<file path="src/rtl/uart_pkg.sv">
// Shared types and constants for the UART response transmitter.
// Frame states, ASCII terminators and the default oversample ratio.
package uart_pkg;

   typedef enum logic [1:0] {
      IDLE  = 2'd0,
      START = 2'd1,
      DATA  = 2'd2,
      STOP  = 2'd3
   } tx_state_t;

   localparam logic [7:0] ASCII_CR = 8'h0D;
   localparam logic [7:0] ASCII_LF = 8'h0A;

   localparam int OVERSAMPLE_DEF = 16;

endpackage

</file>
<file path="src/rtl/uart_tx_shifter.sv">
// 8N1 serializer: start bit, 8 data bits LSB first, stop bit.
// frame_end pulses for one clk after the stop bit completes.
module uart_tx_shifter
   import uart_pkg::*;
#(
   parameter int OVERSAMPLE = OVERSAMPLE_DEF
) (
   input  logic       clk,
   input  logic       rst_n,
   input  logic       clken,
   input  logic       start,
   input  logic [7:0] data,
   output logic       txd,
   output logic       busy,
   output logic       frame_end
);

   localparam logic [3:0] TICK_LAST = 4'(OVERSAMPLE - 1);

   tx_state_t  state;
   tx_state_t  state_n;
   logic [3:0] tick_cnt;
   logic [2:0] bit_idx;
   logic [7:0] shreg;
   logic       bit_end;

   assign bit_end = clken && (tick_cnt == TICK_LAST);
   assign busy    = (state != IDLE);

   always_ff @(posedge clk or negedge rst_n) begin
      if (!rst_n) begin
         state <= IDLE;
      end else begin
         state <= state_n;
      end
   end

   always_comb begin
      state_n = state;
      txd     = 1'b1;
      unique case (state)
         IDLE: begin
            if (start) state_n = START;
         end
         START: begin
            txd = 1'b0;
            if (bit_end) state_n = DATA;
         end
         DATA: begin
            txd = shreg[0];
            if (bit_end && bit_idx == 3'd7) state_n = STOP;
         end
         STOP: begin
            if (bit_end) state_n = IDLE;
         end
         default: state_n = IDLE;
      endcase
   end

   // Counters are held clear in IDLE so every frame starts fresh
   always_ff @(posedge clk or negedge rst_n) begin
      if (!rst_n) begin
         tick_cnt  <= '0;
         bit_idx   <= '0;
         shreg     <= '0;
         frame_end <= 1'b0;
      end else begin
         frame_end <= (state == STOP) && bit_end;
         if (state == IDLE) begin
            tick_cnt <= '0;
            bit_idx  <= '0;
            if (start) shreg <= data;
         end else if (clken) begin
            tick_cnt <= bit_end ? 4'd0 : tick_cnt + 4'd1;
            if (state == DATA && bit_end) begin
               shreg   <= {1'b0, shreg[7:1]};
               bit_idx <= bit_idx + 3'd1;
            end
         end
      end
   end

endmodule

</file>
<file path="src/rtl/uart_response_tx.sv">
// Response transmitter: request handshake with re-arm, optional
// CR/LF trailer after each message, framing done by uart_tx_shifter.
module uart_response_tx
   import uart_pkg::*;
#(
   parameter int APPEND_CRLF = 1,
   parameter int OVERSAMPLE  = OVERSAMPLE_DEF
) (
   input  logic       clk,
   input  logic       rst_n,
   input  logic       clken_16bps,
   input  logic [7:0] tx_data,
   input  logic       tx_req,
   input  logic       resp_active,
   output logic       txd,
   output logic       tx_done,
   output logic       tx_busy
);

   logic       sh_busy;
   logic       frame_end;
   logic       start;
   logic [7:0] sh_data;
   logic       armed;
   logic       crlf_pending;
   logic       lf_pending;
   logic       resp_d;
   logic       cur_req;
   logic       idle;
   logic       fall;
   logic       take_lf;
   logic       take_cr;
   logic       take_req;

   assign idle = ~sh_busy;
   assign fall = (APPEND_CRLF != 0) && resp_d && !resp_active;

   // LF finishes a started trailer, then a new trailer beats a request
   assign take_lf  = idle & lf_pending;
   assign take_cr  = idle & ~lf_pending & crlf_pending;
   assign take_req = idle & ~lf_pending & ~crlf_pending
                   & tx_req & armed;
   assign start    = take_lf | take_cr | take_req;

   always_comb begin
      sh_data = tx_data;
      if (take_lf) begin
         sh_data = ASCII_LF;
      end else if (take_cr) begin
         sh_data = ASCII_CR;
      end
   end

   always_ff @(posedge clk or negedge rst_n) begin
      if (!rst_n) begin
         armed        <= 1'b1;
         crlf_pending <= 1'b0;
         lf_pending   <= 1'b0;
         resp_d       <= 1'b0;
         cur_req      <= 1'b0;
      end else begin
         resp_d <= resp_active;
         if (take_req) begin
            armed <= 1'b0;
         end else if (!tx_req) begin
            armed <= 1'b1;
         end
         if (fall) begin
            crlf_pending <= 1'b1;
         end else if (take_cr) begin
            crlf_pending <= 1'b0;
         end
         if (take_cr) begin
            lf_pending <= 1'b1;
         end else if (take_lf) begin
            lf_pending <= 1'b0;
         end
         if (start) cur_req <= take_req;
      end
   end

   assign tx_done = frame_end & cur_req;
   assign tx_busy = sh_busy | crlf_pending | lf_pending;

   uart_tx_shifter #(
      .OVERSAMPLE(OVERSAMPLE)
   ) u_shifter (
      .clk      (clk),
      .rst_n    (rst_n),
      .clken    (clken_16bps),
      .start    (start),
      .data     (sh_data),
      .txd      (txd),
      .busy     (sh_busy),
      .frame_end(frame_end)
   );

endmodule

</file>
<file path="config.mk">
export PLATFORM = sky130hd
export DESIGN_NAME = uart_response_tx
export DESIGN_NICKNAME = d
export VERILOG_FILES = /design/src/rtl/uart_pkg.sv /design/src/rtl/uart_tx_shifter.sv /design/src/rtl/uart_response_tx.sv
export SDC_FILE = /design/constraint.sdc
export NUM_CORES = 1
export LEC_CHECK = 0
export CORE_MARGIN = 4
export CORE_UTILIZATION = 50
export CTS_CLUSTER_DIAMETER = 150
export CTS_CLUSTER_SIZE = 25
export DETAILED_ROUTE_END_ITERATION = 8
export GPL_TIMING_DRIVEN = 0
export PLACE_DENSITY = 0.8
export SLEW_MARGIN = 5
export SYNTH_ARGS = -nofsm -noshare
export SYNTH_HDL_FRONTEND = slang
export SYNTH_SLANG_ARGS = --single-unit
</file>
<file path="constraint.sdc">
create_clock -name clk -period 2.8 [get_ports clk]
set_input_delay 0.84 -clock clk [delete_from_list [all_inputs] [get_ports clk]]
set_output_delay 0.84 -clock clk [all_outputs]
set_load 0.03 [all_outputs]
</file>
Word-level counts from Yosys, hierarchy flattened
Cells that the tools add are included.
{ "totals": {"input_bits": 13, "reg_bits": 23} }
{ "op_classes": {"add_sub_neg": 2, "eq_ne": 10, "n_bitwise": 14, "n_mux": 24, "reduce_logical": 15} }
{ "op_table": {"columns": ["op", "n"], "rows": [
  ["two-way mux 8 bit", 6],
  ["two-way mux 4 bit", 3],
  ["nonzero test 2 bit", 5],
  ["two-way mux 3 bit", 3],
  ["two-way mux 2 bit", 4],
  ["!= test 2 x 1 -> 1 bit, second input constant", 4],
  ["case mux 2 bit (4 select lines)", 1],
  ["bitwise AND 1 bit", 7],
  ["two-way mux 1 bit", 6],
  ["logical AND 1 bit", 5],
  ["adder 4 x 1 -> 4 bit, second input constant", 1],
  ["== test 2 bit, second input constant", 2],
  ["== test 4 bit, second input constant", 1],
  ["OR 1 bit", 4],
  ["AND reduction 4 bit", 1],
  ["adder 3 x 1 -> 3 bit, second input constant", 1],
  ["== test 3 bit, second input constant", 1],
  ["NOT 1 bit", 3],
  ["AND reduction 3 bit", 1],
  ["== test 2 x 1 -> 1 bit, second input constant", 1],
  ["zero test 2 bit", 1],
  ["!= test 2 bit, second input constant", 1],
  ["case mux 1 bit (2 select lines)", 1],
  ["AND reduction 2 bit", 1],
  ["zero test 1 bit", 1]
]} }

Longest topological paths before layout
{ "depth": {"ltp_word": 9, "ltp_mapped": 7, "ltp_nobuf": 7} }

Cells and area by module
Synthesis repeated with hierarchy kept, for this count alone.
{ "hier_totals": {"hier_cells": 129, "area_unflattened_um2": 1303.8} }
{ "by_module_without_submodules": {"columns": ["mod", "n_inst", "area_per_inst_um2", "cells_per_inst", "seq_area_each_um2"], "rows": [
  ["uart_tx_shifter", 1, 1019.7, 99, 450.4],
  ["uart_response_tx", 1, 284.0, 30, 126.4]
]} }

Worst setup path before layout
Ideal clock, no wire load.
{ "synth_timing": {"kind": "register to output", "from": "reg u_shifter.state[0]", "to": "out txd", "stages_incl_launch_ff": 4, "arrival_time_ps": 1375, "n_path_buf": 0, "required_time_ps": 1960, "setup_slack_ps": 585, "path_cell_list": "dfrtp_1 inv_1 ha_1 mux2i_1"} }
{ "synth_via": {"elab_chain_len": 2} }
{ "synth_rtl": {"columns": ["element", "line_no", "text"], "rows": [
  ["start: declaration", "uart_tx_shifter.sv:20", "tx_state_t state;"],
  ["start signal: assignment", "uart_tx_shifter.sv:34", "state <= state_n;"],
  ["== test 2 bit or == test 2 x 1 -> 1 bit (tied branches)", "uart_tx_shifter.sv:41", "unique case (state)"],
  ["case mux 1 bit (2 select lines) *", "uart_tx_shifter.sv:41", null],
  ["end: declaration", "uart_response_tx.sv:15", "output logic txd,"]
]} }
Mark *: on every way between the ends. The rest lies on a longest branch, timed or not.

Worst setup path in the final report
{ "layout_timing": {"from": "reg u_shifter.state[0]", "to": "out tx_busy"} }
{ "layout_via": {"elab_chain_len": 3} }
{ "layout_rtl": {"columns": ["element", "line_no", "text"], "rows": [
  ["nonzero test 2 bit", "uart_tx_shifter.sv:28", "assign busy = (state != IDLE);"],
  ["OR 1 bit (2 in series)", "uart_response_tx.sv:83", "assign tx_busy = sh_busy | crlf_pending | lf_pending;"],
  ["end: declaration", "uart_response_tx.sv:17", "output logic tx_busy"]
]} }
No other way between the ends.

==> impl_metrics.csv <==
group,metric,value,unit
sta,worstMarginPinSlew,993.6,ps
logic_synthesis,netlist_area,1216,um^2
cells_and_area,seq_area,576.8,um^2
cells_and_area,syn_to_final_growth,18.11,%
die,fp.dieW,57.32,um
logic_synthesis,ys_ff_latch,23,
route,wire_per_inst,14.24,um
logic_synthesis,synthXorXnorAreaFrac,1.440,%
setup_path,timing.rr.start,"u_shifter.state[1]",
logic_synthesis,synth.area.top_cells,"dfrtp_1, ha_1, mux2i_1",
logic_synthesis,syn_area_per_cell,10.48,um^2
sta,fin_setup_tns,0,ps
placement,dp_slack,-91.43,ps
setup_path,worstPathCellList,"inv_1, ha_2, inv_2, nor3_4, inv_1, dlygate4sd2_1",
placement,placed_cell_area,1401,um^2
setup_path,required,1960,ps
setup_path,arrival,1890,ps
placement,gp_congestion,0.7994,
cts,numCtsBuffers,3,
cts,cts.sinks,23,
global_route,grt_util_all_layers,16.06,%
cells_and_area,drive_gt1_share,11.03,%
cts,ctsHoldBuffers,0,
setup_path,crit_fanout,10,
global_route,overflow,0,
setup_path,r2r-end,"u_shifter.state[1]",
cells_and_area,antenna_cells,0,
hold_path,holdCritStartpoint,"armed",
die,core_area,2255,um^2
logic_synthesis,synth-simple-area-share,13.99,%
setup_path,crit_top_cell,"inv_1",
power_and_ir_drop,seqPwrFrac,42.8,%
cells_and_area,final_cell_area,1436,um^2
logic_synthesis,synth_edf_count,0,
sta,period_minus_slack,2734,ps
route,drt_pass1_iterations,4,
placement,hpwl,1698,um
setup_path,r2r_slack,880,ps
sta,slew_violations,0,
global_route,grt_pass1_vias,915,
setup_path,cp_slowest_cell,"dfrtp_1",
sta,final_hold_viol_count,0,
logic_synthesis,synth-seq-area-share,47.43,%
die,rows,17,
route,viasPerCell,5.573,
logic_synthesis,synth_area_leader_cell,"dfrtp_1",
global_route,antenna_found_initial,0,
cts,root_buffer,"clkbuf_4",
cts,clock_path_buffers,2,
logic_synthesis,synth_compound_area_share,18.42,%
setup_path,crit_family,"buffers and inverters",
power_and_ir_drop,power.density,915.5,nW/um^2
setup_path,slowest_delay,420,ps
status,outcome,"complete, no violations",
route,wl,2336,um
sta,layout_setup_ws,66.20,ps
global_route,grt_pass1_wl,4105,um
logic_synthesis,synth.net_count,137,
logic_synthesis,synth_ff_type,"dfrtp_1",
power_and_ir_drop,leakage,0.6552,nW
route,drc,0,
route,dr_total_vias,914,
sta,rsz0062_at_grt,"yes",
cts,ctsHtreeMaxLevel,1,
logic_synthesis,synthAdderAreaFrac,8.230,%
die,die-area,3286,um^2
die,ios,16,
cts,clkTransAtPathRegs,120,ps
power_and_ir_drop,p_clk_share,11.5,%
route,drtIter0Drc,11,
die,die_y,57.32,um
setup_path,cp-start-kind,"register",
hold_path,hold_class,"reg2reg",
power_and_ir_drop,combPwrFrac,45.8,%
setup_path,endpoint_kind,"primary output",
sta,fmax,0.3658,GHz
sta,relSlewSlack,33.55,%
power_and_ir_drop,ir_drop,0.4520,mV
logic_synthesis,synth_top_family_by_area,"compound AO/OA/AOI/OAI gates",
power_and_ir_drop,swShare,40.55,%
sta,period_share,97.64,%
cells_and_area,fill_cells,181,
power_and_ir_drop,internal_power,781.8,uW
cts,clk_latency,310,ps
cts,cts_tree,"yes",
global_route,grt_max_degree,24,
sta,finClkSkew,3.069,ps
logic_synthesis,async_flop_share,100.0,%
setup_path,critPathBufInv,4,
placement,placement.io_buffers,15,
hold_path,holdPathEnd,"armed",
job,max_cap_violations,0,
hold_path,hold_depth,2,
setup_path,rr_worst_depth,7,
sta,setup_viol,0,
logic_synthesis,synth_cells,116,
route,final_antenna_net_count,0,
die,start_util,53.94,%
logic_synthesis,yosysUniqueCellTypes,33,
sta,hold_ws,504.1,ps
logic_synthesis,yosys.area.top_type_share,45.27,%
cells_and_area,nets,158,
logic_synthesis,yosys_warnings,0,
logic_synthesis,synthMuxAreaShare,7.099,%
power_and_ir_drop,p_sw,533.1,uW
setup_path,critical_path_class,"reg2out",
cells_and_area,multi_input_area,600.6,um^2
[synthesized netlist by cell type, types with 2 or more instances]
library cell and number:
and2_1 3, ha_1 8, o21ai_0 10, inv_1 9
nor3_1 2, a31oi_1 2, dfrtp_1 22, nand2_1 10
nand3_1 2, a2bb2oi_1 3, a311oi_1 2, mux2i_1 6
nor2_1 11, a21oi_1 6, nand2_2 2
[metrics by stage]
step	power (mW)	util, %	std cells
after floorplan	0.9999	-	116
after global placement	1.131	62.15	159
after detailed placement	1.163	62.15	159
after CTS	1.321	63.65	164
after global routing	1.422	63.71	164
final	1.315	63.71	164
[layout by cell type, fill, tap and decap left out, drive strengths merged]
cell	synthesis	layout
dfrtp	22	22
clkdlybuf4s50	0	13
nand2	12	12
nor2	11	11
o21ai	10	10
inv	10	10
ha	8	8
mux2i	6	6
a21oi	6	6
clkbuf	1	5
and2	3	3
a2bb2oi	3	3
nor3	3	3
a31oi	2	2
nand3	2	2
a311oi	2	2
mux2	2	2
and4	1	1
a22oi	1	1
o22ai	1	1
o21bai	1	1
a211oi	1	1
or3	1	1
o211a	1	1
xnor2	1	1
xor2	1	1
nand4	1	1
a41oi	1	1
a221oi	1	1
dfstp	1	1
dlygate4sd2	0	1
clkdlybuf4s15	0	1
buf	0	1
[cell families (layout without fill, tap and decap cells)]
| logic type | Yosys count | count (layout) |
|---|---|---|
| adder cells (fa/ha/maj) | 8 | 8 |
| XOR/XNOR | 2 | 2 |
| buffers and inverters | 11 | 31 |
| AO/OA/AOI/OAI | 30 | 30 |
| AND/OR/NAND/NOR | 34 | 34 |
| multiplexers | 8 | 8 |
| flip-flops | 23 | 23 |
[sequential cells by signal (all words and copies together), names as in the netlist]
register             count
resp_d                   1
cur_req                  1
armed                    1
u_shifter.tick_cnt       4
u_shifter.frame_end      1
u_shifter.bit_idx        3
u_shifter.state          2
lf_pending               1
u_shifter.shreg          8
crlf_pending             1
[power by group through the flow]
stage          Clock, mW  Combinational [mW]  Sequential (mW)
2_1_floorplan          0               0.461            0.539
3_3_place_gp           0               0.572            0.559
3_5_place_dp           0               0.596            0.567
4_1_cts            0.158               0.604            0.560
5_1_grt            0.177               0.670            0.574
6_report           0.151               0.602            0.562
[cell type report]
cell class	count	area share (%)
Tap cell	28	2.439
Inverter	10	2.613
Sequential cell	23	40.16
Timing Repair Buffer	16	10.89
Multi-Input combinational cell	82	41.81
Clock buffer	4	1.829
Buffer	1	0.2613
[timing repair]
action,4_1_cts,5_1_grt
gates resized for setup,3,1
setup buffers,1,0
setup endpoints to repair,2,2
pin swaps,1,0
cloned,0,0
[per-layer routing]
metal	track usage, %	routed length, um	up-vias
met5	0	0	-
met4	7.616	36	0
met3	3.620	128	4
met2	25.77	1103	23
met1	20.52	1067	437
li1	-	-	450
[tightest hold or removal path: stages (launching register included)]
cell	delay (ps)
dfstp_2	410
nand2_1	60
nand2_1	40
[worst max path at each step]
stage                             from  endpoint  slack [ps]  cells past startpoint
detailed placement  u_shifter.state[0]   tx_busy         -90                      6
global placement    u_shifter.state[0]   tx_busy         -40                      6
global route        u_shifter.state[0]   tx_busy         -50                      6
finish              u_shifter.state[0]   tx_busy          70                      6
floorplan           u_shifter.state[0]       txd         580                      3
CTS                 u_shifter.state[0]   tx_busy          50                      6
Note: power is estimated with default switching activity, not from simulation.
